<file path="config.mk">
export PLATFORM = sky130hd
export DESIGN_NAME = fifo_stream_reader
export DESIGN_NICKNAME = d
export VERILOG_FILES = /design/src/rtl/fifo_pkg.sv /design/src/rtl/fifo_stream_reader_buf2.sv /design/src/rtl/fifo_stream_reader.sv
export SDC_FILE = /design/constraint.sdc
export NUM_CORES = 1
export LEC_CHECK = 0
export BUFFER_PORTS_ARGS = -buffer_cell sky130_fd_sc_hd__buf_2
export CORE_MARGIN = 2
export CORE_UTILIZATION = 50
export DETAILED_ROUTE_END_ITERATION = 8
export PLACE_DENSITY = 0.75
export RECOVER_POWER = 25
export SLEW_MARGIN = 20
export SYNTH_ARGS = -nofsm -noshare
export SYNTH_HDL_FRONTEND = slang
export SYNTH_SLANG_ARGS = --single-unit
</file>
<file path="constraint.sdc">
create_clock -name clk -period 2.13 [get_ports clk]
set_input_delay 0.1065 -clock clk [delete_from_list [all_inputs] [get_ports clk]]
set_output_delay 0.1065 -clock clk [all_outputs]
set_load 0.03 [all_outputs]
</file>
<file path="src/rtl/fifo_pkg.sv">
// Shared types for the FIFO stream reader.
// word_t is the FIFO word; occ_t counts buffered words (0..2).
package fifo_pkg;

   localparam int WIDTH     = 8;
   localparam int BUF_DEPTH = 2;

   typedef logic [WIDTH-1:0] word_t;
   typedef logic [1:0]       occ_t;

endpackage

</file>
<file path="src/rtl/fifo_stream_reader_buf2.sv">
// stream_buf2: 2-entry ring buffer with registered head word.
// Pointers are 1 bit wide and wrap naturally.
module stream_buf2 #(
   parameter int WIDTH = fifo_pkg::WIDTH
) (
   input  logic             clk,
   input  logic             rst,
   input  logic             push,
   input  logic [WIDTH-1:0] push_data,
   input  logic             pop,
   output logic [1:0]       occ,
   output logic             valid,
   output logic [WIDTH-1:0] head
);

   import fifo_pkg::*;

   logic [WIDTH-1:0] mem_q [2];
   logic [WIDTH-1:0] mem_d [2];
   logic             wptr_q;
   logic             wptr_d;
   logic             rptr_q;
   logic             rptr_d;
   occ_t             occ_q;
   occ_t             occ_d;

   always_comb begin
      mem_d  = mem_q;
      wptr_d = wptr_q;
      rptr_d = rptr_q;
      occ_d  = occ_q + occ_t'(push) - occ_t'(pop);
      if (push) begin
         mem_d[wptr_q] = push_data;
         wptr_d        = ~wptr_q;
      end
      if (pop) begin
         rptr_d = ~rptr_q;
      end
   end

   always_ff @(posedge clk) begin
      if (rst) begin
         mem_q[0] <= '0;
         mem_q[1] <= '0;
         wptr_q   <= 1'b0;
         rptr_q   <= 1'b0;
         occ_q    <= '0;
      end else begin
         mem_q  <= mem_d;
         wptr_q <= wptr_d;
         rptr_q <= rptr_d;
         occ_q  <= occ_d;
      end
   end

   // Head word comes straight from storage, never from push_data.
   assign head  = mem_q[rptr_q];
   assign valid = (occ_q != 2'd0);
   assign occ   = occ_q;

endmodule

</file>
<file path="src/rtl/fifo_stream_reader.sv">
// Drains the FIFO read port into a valid/ready stream via a 2-entry buffer.
// Define FSR_STATS_EN to add the word_cnt delivered-word counter.
module fifo_stream_reader #(
   parameter int WIDTH     = fifo_pkg::WIDTH,
   parameter int BUF_DEPTH = fifo_pkg::BUF_DEPTH
) (
   input  logic             clk,
   input  logic             rst,
   output logic             fifo_rd_en,
   input  logic [WIDTH-1:0] fifo_data,
   input  logic             fifo_empty,
   output logic             m_valid,
   input  logic             m_ready,
   output logic [WIDTH-1:0] m_data
`ifdef FSR_STATS_EN
   ,
   output logic [15:0]      word_cnt
`endif
);

   import fifo_pkg::*;

   logic       pending_q;
   logic       pending_d;
   logic       pop;
   occ_t       occ;
   logic [2:0] credit;

   assign pop = m_valid && m_ready;

   // Words buffered plus in flight, after this cycle's pop.
   always_comb begin
      credit     = {1'b0, occ} + {2'b0, pending_q} - {2'b0, pop};
      fifo_rd_en = !rst && !fifo_empty && (credit < 3'(BUF_DEPTH));
      pending_d  = fifo_rd_en;
   end

   always_ff @(posedge clk) begin
      if (rst) begin
         pending_q <= 1'b0;
      end else begin
         pending_q <= pending_d;
      end
   end

   stream_buf2 #(
      .WIDTH (WIDTH)
   ) u_buf (
      .clk       (clk),
      .rst       (rst),
      .push      (pending_q),
      .push_data (fifo_data),
      .pop       (pop),
      .occ       (occ),
      .valid     (m_valid),
      .head      (m_data)
   );

`ifdef FSR_STATS_EN
   logic [15:0] word_cnt_q;
   logic [15:0] word_cnt_d;

   always_comb begin
      word_cnt_d = word_cnt_q + 16'(pop);
   end

   always_ff @(posedge clk) begin
      if (rst) begin
         word_cnt_q <= '0;
      end else begin
         word_cnt_q <= word_cnt_d;
      end
   end

   assign word_cnt = word_cnt_q;
`endif

endmodule

</file>
==> results.py <==
metrics = {
    "status": {
        "status": "finished, violations left",
        "violations": "setup timing",
    },
    "clock_network": {
        "cts_root_buf": "clkbuf_4",
        "cts_tree": "done",
        "numCtsBuffers": 3,
        "clock_latency_ns": 0.31,
        "cts.sinks": 21,
        "htree_levels": 1,
        "path_clk_slew_ns": 0.12,
        "clockBufferDepth": 2,
    },
    "die": {
        "die_w_microns": 46.5,
        "coreArea_sq_um": 1710,
        "start_util_pct": 52.8,
        "fp.dieArea_sq_um": 2160,
        "ios": 22,
        "rows": 15,
        "dieHeight_microns": 46.5,
    },
    "flow_run": {
        "maxCapViolations": 0,
    },
    "setup_path": {
        "cp_max_fo": 2,
        "crit_type": "register to primary output",
        "path_depth": 7,
        "r2r_cells": 7,
        "crit_chain": "o21a_1 -> ha_1 -> inv_1 -> ha_2 -> fa_2 -> nor4_4 -> buf_4",
        "crit_buf_inv": 2,
        "critical_path.top_delay_family": "adder cells",
        "cp_slowest_stage_delay_ns": 0.46,
        "cp-start-kind": "register",
        "cp.arrival_ns": 2.20,
        "cp.required_ns": 2.02,
        "end_kind": "primary output",
        "cp_slowest_cell": "fa_2",
    },
    "global_route": {
        "grt_pass1_wl_microns": 2920,
        "antenna_found_initial": 0,
        "grt_pass1_vias": 733,
        "grt_max_degree": 23,
        "grtUsageTotal_pct": 19.2,
        "grt-ovfl-total": 0,
    },
    "detailed_routing": {
        "ant_nets": 0,
        "finalWirelength_microns": 1790,
        "num_vias": 778,
        "drc": 0,
        "wire_per_inst_microns": 11.7,
        "vias_per_cell": 5.08,
        "first_iter_violations": 20,
        "drtPass1Iterations": 5,
    },
    "cells_and_area": {
        "final_common_cell": "nand2_1",
        "diodes": 0,
        "fillCellCount": 156,
        "fin_area_sq_um": 1090,
        "drive_above_1_share_pct": 26.6,
        "layout_common_cells": "26 x nand2_1, 20 x buf_2, 19 x dfxtp_1, 17 x a21oi_1",
        "multiInputGateArea_sq_um": 450,
        "area_growth_pct": 21.4,
        "seq_area_sq_um": 423,
        "final_nets": 144,
    },
    "pwr": {
        "pwr_density_cell_nw_per_um2": 1140,
        "power.total_mw": 1.25,
        "worst_ir_drop_vdd_mv": 0.695,
        "leakage_nw": 0.462,
    },
    "sta": {
        "drv_slew": 0,
        "relSlewSlack_pct": 58.3,
        "setup_viol": 1,
        "rsz0062_at_grt": "yes",
        "setup_ws_ns": -0.174,
        "max_freq_mhz": 434,
        "worstMarginPinSlew_ns": 0.625,
        "clock_skew_ns": 0.00241,
        "period_share_pct": 108,
        "post-route-min-period_ns": 2.30,
        "holdWs_ns": 0.0353,
        "finalHoldViolCount": 0,
    },
    "yosys": {
        "yosysTopAreaCell": "dfxtp_1",
        "synth_area_sq_um": 902,
        "syn-num-nets": 120,
        "syn_area_per_cell_sq_um": 8.59,
        "ys_types": 17,
        "synth.top_cell.area_share_pct": 46.6,
        "synthCells": 105,
        "yosysSeqAreaShare_pct": 46.6,
        "ys_ff_latch": 21,
        "synth_area_leaders": "dfxtp_1 47%, nand2_1 10%, mux2_1 10%, a21oi_1 9.4%, nand3_1 4.4%",
        "yosys_warnings": 0,
    },
    "place": {
        "post-dp-hpwl_microns": 1220,
        "postPlaceCellArea_sq_um": 1030,
        "io_buffers": 21,
        "gp_congestion": 0.711,
    },
    "min_path": {
        "hold_path_depth": 3,
        "min_path_type": "input pin to register",
    },
}
where the power goes:
group          total (mW)  switching [mW]  leakage (nW)  internal (mW)
clock network       0.194           0.124        0.0177         0.0702
logic               0.516           0.299         0.273          0.217
registers           0.543          0.0748         0.171          0.469
repair_timing:
action | in CTS | in global routing
gates cloned | 0 | 0
endpoints found under the setup margin | 1 | 1
pin swaps | 3 | 1
setup buffers | 3 | 0
hold buffers | 1 | 0
endpoints found under the hold margin | 1 | 0
resized for setup | 5 | 0
flip-flops by register name, indices dropped and copies added (netlist names):
name / flops
u_buf.occ: 2
pending_q: 1
u_buf.rptr_q: 1
u_buf.wptr_q: 1
u_buf.mem_q: 16
worst reg2reg max path, stage by stage (launching register included):
cell and delay, ns:
dfxtp_2 0.34, o21a_1 0.19, ha_1 0.28, inv_1 0.06, ha_2 0.16, fa_2 0.46, buf_4 0.15, nor4_1 0.22
synthesized netlist by cell type:
master,count
inv_1,4
o21a_1,1
nor2b_1,3
nand2b_1,2
nand2_2,1
nand2_1,25
a21oi_1,17
buf_2,6
ha_1,2
nor4_1,2
xnor2_1,2
fa_1,1
nand3_1,8
buf_1,1
dfxtp_1,21
mux2_1,8
nor2_1,1
logic make-up (layout without fill, tap and decap cells):
family,after synthesis,in the layout,share of synthesized area [%]
compound gates,18,18,10.3
xor+xnor,2,2,1.94
fa+ha+maj,3,3,4.99
buf+inv,11,34,5.41
flops,21,21,46.6
mux,8,8,9.99
simple gates,42,42,20.8
metal layers:
layer,track usage (%),routed length [microns]
met1,20.8,781
met2,35.6,927
met3,3.53,54
met4,8.57,23
met5,0,0
area by class of cell:
cell class	count	area share, %
Clock inverter	1	0.457
Multi-Input combinational cell	73	41.1
Tap cell	25	2.86
Inverter	4	1.37
Clock buffer	3	2.06
Sequential cell	21	38.6
Timing Repair Buffer	26	13.5
metrics by stage:
step,setup TNS (ns),util (%),worst slack [ns],std cells
2_1_floorplan,0,-,0.0923,105
3_5_place_dp,0,60.1,0.0244,145
3_3_place_gp,0,60.1,0.0824,145
5_1_grt,-0.291,64.1,-0.291,153
6_report,-0.174,64.1,-0.174,153
4_1_cts,-0.218,64.2,-0.218,153
worst paths after layout:
check        slack (ns)               to             from
min                0.04   u_buf.mem_q[8]     fifo_data[0]
min reg2reg        0.46  u_buf.mem_q[10]  u_buf.mem_q[10]
max reg2reg        0.17        pending_q     u_buf.occ[0]
max               -0.17       fifo_rd_en     u_buf.occ[0]
Power figures use the tool's default switching activity.
